===== src/rtl/screen_painter.sv =====
// Full-screen painter: walks every framebuffer pixel once per start, emitting x/y/colour/plot.
// Optional transparent-key overlay in KEYED mode is enabled by defining SCREEN_PAINTER_KEY_EN.
module screen_painter #(
    parameter int                     WIDTH       = 160,
    parameter int                     HEIGHT      = 120,
    parameter int                     X_BITS      = 8,
    parameter int                     Y_BITS      = 7,
    parameter int                     ADDR_BITS   = 15,
    parameter int                     COLOUR_BITS = 3,
    parameter logic [COLOUR_BITS-1:0] KEY_COLOUR  = 3'b100
) (
    input  logic                   clk,
    input  logic                   rst,
    input  logic                   start,
    input  logic [1:0]             mode,
    input  logic [COLOUR_BITS-1:0] fillColour,
    output logic [ADDR_BITS-1:0]   romAddr,
    input  logic [COLOUR_BITS-1:0] romData,
    output logic [X_BITS-1:0]      x,
    output logic [Y_BITS-1:0]      y,
    output logic [COLOUR_BITS-1:0] colourOut,
    output logic                   plot,
    output logic                   busy,
    output logic                   done
);

    typedef enum logic [1:0] {
        S_IDLE,
        S_RUN,
        S_FLUSH,
        S_DONE
    } state_t;

    localparam logic [1:0] MODE_IMAGE = 2'b01;
    localparam logic [1:0] MODE_KEYED = 2'b10;

    localparam logic [X_BITS-1:0] LAST_X = X_BITS'(WIDTH - 1);
    localparam logic [Y_BITS-1:0] LAST_Y = Y_BITS'(HEIGHT - 1);

    state_t                 state;
    state_t                 state_next;
    logic [X_BITS-1:0]      cx;
    logic [Y_BITS-1:0]      cy;
    logic [1:0]             mode_q;
    logic [COLOUR_BITS-1:0] fill_q;
    logic                   last_pixel;

    assign last_pixel = (cx == LAST_X) && (cy == LAST_Y);

    always_ff @(posedge clk or negedge rst) begin
        if (!rst) begin
            state <= S_IDLE;
        end else begin
            state <= state_next;
        end
    end

    // NOTE: every signal assigned in always_comb gets a default first, so no path leaves it unassigned and no latch is inferred.
    always_comb begin
        state_next = state;
        busy       = 1'b0;
        done       = 1'b0;
        case (state)
            S_IDLE: begin
                if (start) begin
                    state_next = S_RUN;
                end
            end
            S_RUN: begin
                busy = 1'b1;
                if (last_pixel) begin
                    state_next = S_FLUSH;
                end
            end
            S_FLUSH: begin
                busy       = 1'b1;
                state_next = S_DONE;
            end
            S_DONE: begin
                done       = 1'b1;
                state_next = S_IDLE;
            end
            default: state_next = S_IDLE;
        endcase
    end

    // Counters run one cycle ahead of x/y/plot to line up with the ROM's read latency.
    // NOTE: sequential state uses non-blocking assignments so every register samples pre-edge values.
    always_ff @(posedge clk or negedge rst) begin
        if (!rst) begin
            cx      <= '0;
            cy      <= '0;
            romAddr <= '0;
            x       <= '0;
            y       <= '0;
            plot    <= 1'b0;
            mode_q  <= '0;
            fill_q  <= '0;
        end else begin
            case (state)
                S_IDLE: begin
                    plot <= 1'b0;
                    if (start) begin
                        mode_q  <= mode;
                        fill_q  <= fillColour;
                        cx      <= '0;
                        cy      <= '0;
                        romAddr <= '0;
                    end
                end
                S_RUN: begin
                    romAddr <= romAddr + ADDR_BITS'(1);
                    if (cx == LAST_X) begin
                        cx <= '0;
                        cy <= cy + Y_BITS'(1);
                    end else begin
                        cx <= cx + X_BITS'(1);
                    end
                    x    <= cx;
                    y    <= cy;
                    plot <= 1'b1;
                end
                default: begin
                    plot <= 1'b0;
                end
            endcase
        end
    end

`ifdef SCREEN_PAINTER_KEY_EN
    logic key_hit;
    assign key_hit = (romData == KEY_COLOUR);
`else
    logic unused_key;
    assign unused_key = ^KEY_COLOUR;
`endif

    always_comb begin
        colourOut = fill_q;
        case (mode_q)
            MODE_IMAGE: colourOut = romData;
`ifdef SCREEN_PAINTER_KEY_EN
            MODE_KEYED: colourOut = key_hit ? fill_q : romData;
`else
            MODE_KEYED: colourOut = romData;
`endif
            default:    colourOut = fill_q;
        endcase
    end

endmodule


===== config.mk =====
export PLATFORM = sky130hd
export DESIGN_NAME = screen_painter
export DESIGN_NICKNAME = d
export VERILOG_FILES = /design/src/rtl/screen_painter.sv
export SDC_FILE = /design/constraint.sdc
export NUM_CORES = 1
export LEC_CHECK = 0
export ABC_AREA = 1
export CORE_MARGIN = 5
export CORE_UTILIZATION = 40
export CTS_CLUSTER_DIAMETER = 80
export CTS_CLUSTER_SIZE = 40
export DETAILED_ROUTE_END_ITERATION = 10
export PLACE_DENSITY = 0.72
export SLEW_MARGIN = 20
export SYNTH_ARGS = -nofsm -noshare
export SYNTH_HDL_FRONTEND = slang
export SYNTH_SLANG_ARGS = --single-unit

===== constraint.sdc =====
create_clock -name clk -period 2.6 [get_ports clk]
set_clock_uncertainty 0.2 [all_clocks]
set_input_delay 0.52 -clock clk [delete_from_list [all_inputs] [get_ports clk]]
set_output_delay 0.52 -clock clk [all_outputs]
set_load 0.02 [all_outputs]

==> results of run 1 <==
## cell usage after synthesis
| master | number |
|---|---|
| ha_1 | 8 |
| clkbuf_1 | 1 |
| a31oi_1 | 1 |
| nor2_1 | 37 |
| a21oi_1 | 9 |
| a2bb2oi_1 | 1 |
| xor2_1 | 2 |
| o21ai_1 | 5 |
| or2_2 | 1 |
| nand3b_1 | 1 |
| nand3_4 | 1 |
| nor2_2 | 2 |
| inv_2 | 2 |
| xnor2_1 | 1 |
| nand2_1 | 88 |
| nand3_1 | 19 |
| nand4_1 | 3 |
| inv_1 | 35 |
| dfrtp_1 | 53 |
| nand2_2 | 6 |
| nor3_2 | 1 |
| buf_2 | 5 |
| nor3_1 | 4 |
| mux2_2 | 3 |
| buf_6 | 2 |
| o21ai_2 | 4 |
| nor2_4 | 1 |
| nand2_4 | 3 |
| nor3b_1 | 1 |
| o21ai_0 | 21 |
## state kept, by name (all words and copies together) (netlist names)
name / cells
cx: 8
cy: 7
fill_q: 3
mode_q: 2
plot: 1
romAddr: 15
state: 2
x: 8
y: 7
## kinds of logic after synthesis
group	after synthesis
xor+xnor	3
flops	53
buf+inv	45
simple gates	168
compound gates	41
fa+ha+maj	8
mux	3
## what timing repair did
action | CTS | global route
gates resized for setup | 1 | 3
hold buffers | 0 | 0
endpoints found under the setup margin | 3 | 3
buffers inserted | 0 | 0
## final timing paths
check | to | startpoint | slack [ns]
worst min register to register | y[2] | y[2] | 0.28
worst max register to register | romAddr[11] | state[0] | 0.72
max in group asynchronous | plot | rst | 1.64
worst max-delay path | busy | state[0] | 0.17
worst min-delay path | y[4] | rst | 0.001
min in group clk | y[2] | y[2] | 0.28
## layout make-up
| cell class | count | area share, % |
|---|---|---|
| Clock buffer | 8 | 2.44 |
| Inverter | 37 | 4.24 |
| Multi-Input combinational cell | 223 | 34.8 |
| Sequential cell | 53 | 40.4 |
| Tap cell | 77 | 2.94 |
| Timing Repair Buffer | 49 | 15.2 |
## report_power, final
part	switching, mW	internal, mW
Clock	0.256	0.192
Sequential	0.129	0.991
Combinational	0.773	0.510
Total	1.16	1.69
## per-stage QoR
step / power [mW] / area [µm²] / setup slack [ns]
floorplan: 2.00 / 2650 / 0.833
global placement: 2.40 / 3180 / 0.149
detailed placement: 2.43 / 3180 / 0.162
CTS: 2.90 / 3270 / 0.00333
global route: 3.08 / 3280 / 0.0629
finish: 2.85 / 3280 / 0.167
## metal layers
metal,up-vias,GRT usage (%)
li1,1106,-
met1,965,17.7
met2,33,22.2
met3,9,2.07
met4,0,5.50
met5,-,0
==> results.cfg, run 1 <==
[outcome]
status = finished, final reports clean

[grt]
number_of_antenna_violations_at_the_first_check_in_global_routing = 0
grt_pass1_vias = 2056
grt_pass1_wl_um = 9360
gr-usage-all-layers_pct = 13.5
pin_count_of_the_biggest_net_entering_global_routing = 30
global_route.overflow_total = 0

[power_and_ir_drop]
peakVddDrop_mv = 0.561
power_per_cell_area_nw_per_um2 = 870
p_leak_nw = 1.58

[place]
placed_cells = 439
io_buffers = 46
gp_congestion = 0.808
dp_hpwl_um = 3980

[synth]
number_of_synthesized_register_bits = 53
synthesis.yosys.warnings = 0
postSynthCellCount = 321
netlist_area_um2 = 2650
netlist.top_cell.by_area = dfrtp_1
synth_top_family_by_area = simple AND/OR/NAND/NOR gates
fraction_of_synthesized_area_in_multiplexers_pct = 1.28
post_synth_xor_area_fraction_pct = 0.992
yosys.area_share.adder_pct = 3.78
synth_simple_gate_area_share_pct = 28.2
synth_largest_type_area_fraction_pct = 50.1
mappedNetlistNets = 340
postSynthAreaPerCell_um2 = 8.25
synth-compound-area-share_pct = 8.50
synthTopCellsByArea = dfrtp_1 (50%), nand2_1 (12%), nor2_1 (5.2%), inv_1 (5.0%), o21ai_0 (4.0%)
synth_cell_type_count = 30
synth_seq_area_share_pct = 50.1

[floorplan]
floorplan.die.width_um = 91.4
floorplan.io_pins = 47
initial_utilization_pct = 41.5
die_height_um = 91.4
placementRows = 29
area_inside_the_core_boundary_um2 = 6390
design.die.area_um2 = 8350

[routing]
drt-met1-wl_um = 2560
wl_cell_um = 11.9
drt_pass1_iterations = 4
drt_first_iter_violations = 84
detail_route.vias_per_cell = 4.73
wl_met3_um = 181
detailroute.wirelength.met2_um = 2510
vias = 2113
wl_um = 5340
antenna_violating_nets_post_route = 0
route.top_layer_used = met4
remaining_drc_errors = 0

[worst_setup_path]
critical_path.cell_chain = inv_1, ha_1, clkdlybuf4s50_1
path_max_fanout = 4
worstPathArrival_ns = 1.71
timing.reg2reg.worst_path_depth = 9
cpMaxStageDelayCell = clkdlybuf4s50_1
timing_worst_setup_path_type = register to output pin
critical_path_cell_count = 3
worst-endpoint-required_ns = 1.88
critPathTopFamily = buffers and inverters
max_stage_delay_ns = 0.61
timing.critical_path.from_type = register
cp-end-kind = output pin
buffer_and_inverter_count_on_the_worst_path = 2

[clock_tree]
cts.htree.levels = 2
clk_pin_slew_worst_paths_ns = 0.09
cts.sink_count = 53
cts-root-buf = clkbuf_8
cts_buffers = 5
clock_insertion_delay_at_the_later_pin_of_the_skew_report_ns = 0.30
cts_tree = yes
cts_max_path_buffers = 2

[final_layout]
n_antenna_cell = 0
final_core_util_pct = 51.4
area_growth_pct = 23.8
final_cell_mix = nand2_1 (88), dfrtp_1 (53), clkdlybuf4s50_1 (42)
ff_latch_area_um2 = 1330
final_common_cell = nand2_1
multi_input_gate_area_um2 = 1140
layout-drive-gt1-share_pct = 9.19
final_cell_count_no_fill = 447
fill_cells = 602
num-nets-final = 388

[sta]
worst_slew_pin_slew_ns = 0.575
timing_max_transition_violations_final = 0
post-route-period-util_pct = 93.6
fin_tns_setup_ns = 0
max_slew_margin_pct = 61.7
unrepaired_setup_endpoints_after_global_routing = false
max_freq_mhz = 411
final_period_minus_worst_setup_slack_ns = 2.43
hold_viol_final = 0
finalSetupViolations = 0
final.hold.worst_slack_ns = 0.00101

[worst_hold_path]
min_path_type = primary input to async pin

[flow_run]
max_cap_violations = 0
(Power assumes the default switching activity.)
==> run 2: changes to the inputs <==
--- a/config.mk
+++ b/config.mk
@@ -6,7 +6,7 @@
 export NUM_CORES = 1
 export LEC_CHECK = 0
 export ABC_AREA = 1
-export CORE_MARGIN = 5
+export CORE_MARGIN = 2
 export CORE_UTILIZATION = 40
 export CTS_CLUSTER_DIAMETER = 80
 export CTS_CLUSTER_SIZE = 40
==> results.cfg, run 2 (synthesized netlist as in run 1, its figures left out) <==
[worst_setup_path]
slack_of_the_worst_reg_to_reg_path_ns = 0.70
timing.reg2reg.worst_path_depth = 7
critPathTopFamily = buffers and inverters
path_max_fanout = 4
cpMaxStageDelayCell = clkdlybuf4s50_1
max_stage_delay_ns = 0.61
cp-end-kind = output pin
worst_r2r_endpoint = romAddr[7]
critical_path.cell_chain = inv_1, ha_1, clkdlybuf4s50_1
worst-endpoint-required_ns = 1.88
critical_path_cell_count = 3
buffer_and_inverter_count_on_the_worst_path = 2
timing.critical_path.from_type = register
reg2reg_from = state[1]
worstPathArrival_ns = 1.73
timing_worst_setup_path_type = register to output pin

[final_layout]
layout-drive-gt1-share_pct = 10.0
reg.largest.list = romAddr x15, cx x8, x x8
n_antenna_cell = 0
final_common_cell = nand2_1
num-nets-final = 388
top_register = romAddr
final_cell_area_um2 = 3300
final_core_util_pct = 51.7
final_cell_mix = nand2_1 (88), dfrtp_1 (53), clkdlybuf4s50_1 (42)
largest_reg_flops = 15
area_growth_pct = 24.6

[sta]
timing_max_transition_violations_final = 0
layout_setup_ws_ns = 0.146
hold_viol_final = 0
final_period_minus_worst_setup_slack_ns = 2.45
post-route-period-util_pct = 94.4
max_slew_margin_pct = 59.9
finalSetupViolations = 0
unrepaired_setup_endpoints_after_global_routing = false
max_freq_mhz = 407
worst_slew_pin_slew_ns = 0.601
fin_tns_setup_ns = 0

[place]
dp_hpwl_um = 3880
io_buffers = 46
gp_congestion = 0.763
total_placed_instance_area_um2 = 3180
placement.setup.worst_slack_ns = 0.162

[clock_tree]
cts_tree = yes
cts_setup_buffers = 0
cts_max_path_buffers = 2
clock_insertion_delay_at_the_later_pin_of_the_skew_report_ns = 0.31
clk_pin_slew_worst_paths_ns = 0.09
cts.sink_count = 53
cts_buffers = 5
cts-root-buf = clkbuf_8
cts.htree.levels = 2

[routing]
wl_cell_um = 11.7
drt_pass1_iterations = 4
wl_um = 5210
vias = 2162
remaining_drc_errors = 0
antenna_violating_nets_post_route = 0
drt_first_iter_violations = 135
detail_route.vias_per_cell = 4.84

[worst_hold_path]
min_path_type = primary input to async pin

[power_and_ir_drop]
p_leak_nw = 1.60
seq_power_share_pct = 38.5
netSwitchingPower_mw = 1.17
share_clk_of_total_power_pct = 17.3
power.share.switching_pct = 40.3
peakVddDrop_mv = 0.648
p_int_mw = 1.74
power_per_cell_area_nw_per_um2 = 884
pwr-share-comb_pct = 44.1

[floorplan]
floorplan.die.width_um = 85.4
die_height_um = 85.4
area_inside_the_core_boundary_um2 = 6390
placementRows = 29
design.die.area_um2 = 7290
floorplan.io_pins = 47
initial_utilization_pct = 41.5

[flow_run]
max_cap_violations = 0

[grt]
number_of_antenna_violations_at_the_first_check_in_global_routing = 0
grt_pass1_vias = 2024
global_route.overflow_total = 0
gr-usage-all-layers_pct = 15.5
pin_count_of_the_biggest_net_entering_global_routing = 30
grt_pass1_wl_um = 9140

[outcome]
status = finished, final reports clean
[run 2: final cells by class]
type | instances | area (µm²)
sequential | 53 | 1330
fill | 616 | 3090
inverter | 37 | 139
clock buffer | 7 | 96.3
tap | 77 | 96.3
multi-input combinational | 223 | 1140
clock inverter | 1 | 5.00
timing repair buffer | 49 | 498
[run 2: worst max-delay path by stage]
stage	from	to	slack [ns]
finish	state[0]	busy	0.15
detailed placement	romData[2]	colourOut[2]	0.16
floorplan	mode_q[0]	colourOut[0]	0.83
global route	state[0]	busy	0.05
CTS	mode_q[0]	colourOut[2]	0.01
global placement	romData[2]	colourOut[2]	0.18
[run 2: repair_timing]
action / in CTS / in global routing
hold buffers: 0 / 0
endpoints found under the setup margin: 3 / 3
gates resized for setup: 1 / 3
hold endpoints to repair: 0 / 0
[run 2: power by group through the flow]
stage / Combinational (mW) / Sequential, mW / Clock (mW)
3_5_place_dp: 1.30 / 1.14 / 0
2_1_floorplan: 0.797 / 1.21 / 0
5_1_grt: 1.45 / 1.15 / 0.553
6_report: 1.29 / 1.12 / 0.505
3_3_place_gp: 1.26 / 1.13 / 0
4_1_cts: 1.32 / 1.13 / 0.522
[run 2: layer usage]
metal / vias up / track usage [%] / routed length [µm]
li1: 1110 / - / -
met1: 1015 / 21.3 / 2480
met2: 29 / 24.3 / 2500
met3: 8 / 3.31 / 150
met4: 0 / 5.63 / 85
met5: - / 0 / 0
[run 2: stage by stage]
stage | power [mW] | cells | hold WS, ns
after floorplan | 2.00 | 321 | 0.0244
after global placement | 2.39 | 439 | 0.256
after detailed placement | 2.44 | 439 | 0.261
after CTS | 2.96 | 447 | 0.0245
after global routing | 3.16 | 447 | 0.0312
final | 2.92 | 447 | 0.00481
[run 2: worst register-to-register path, stage by stage (launching register included)]
cell and delay [ns]:
dfrtp_1 0.42, inv_1 0.12, ha_1 0.21, buf_4 0.21, nor2_1 0.06, inv_1 0.28
o21ai_1 0.17, a21oi_1 0.16
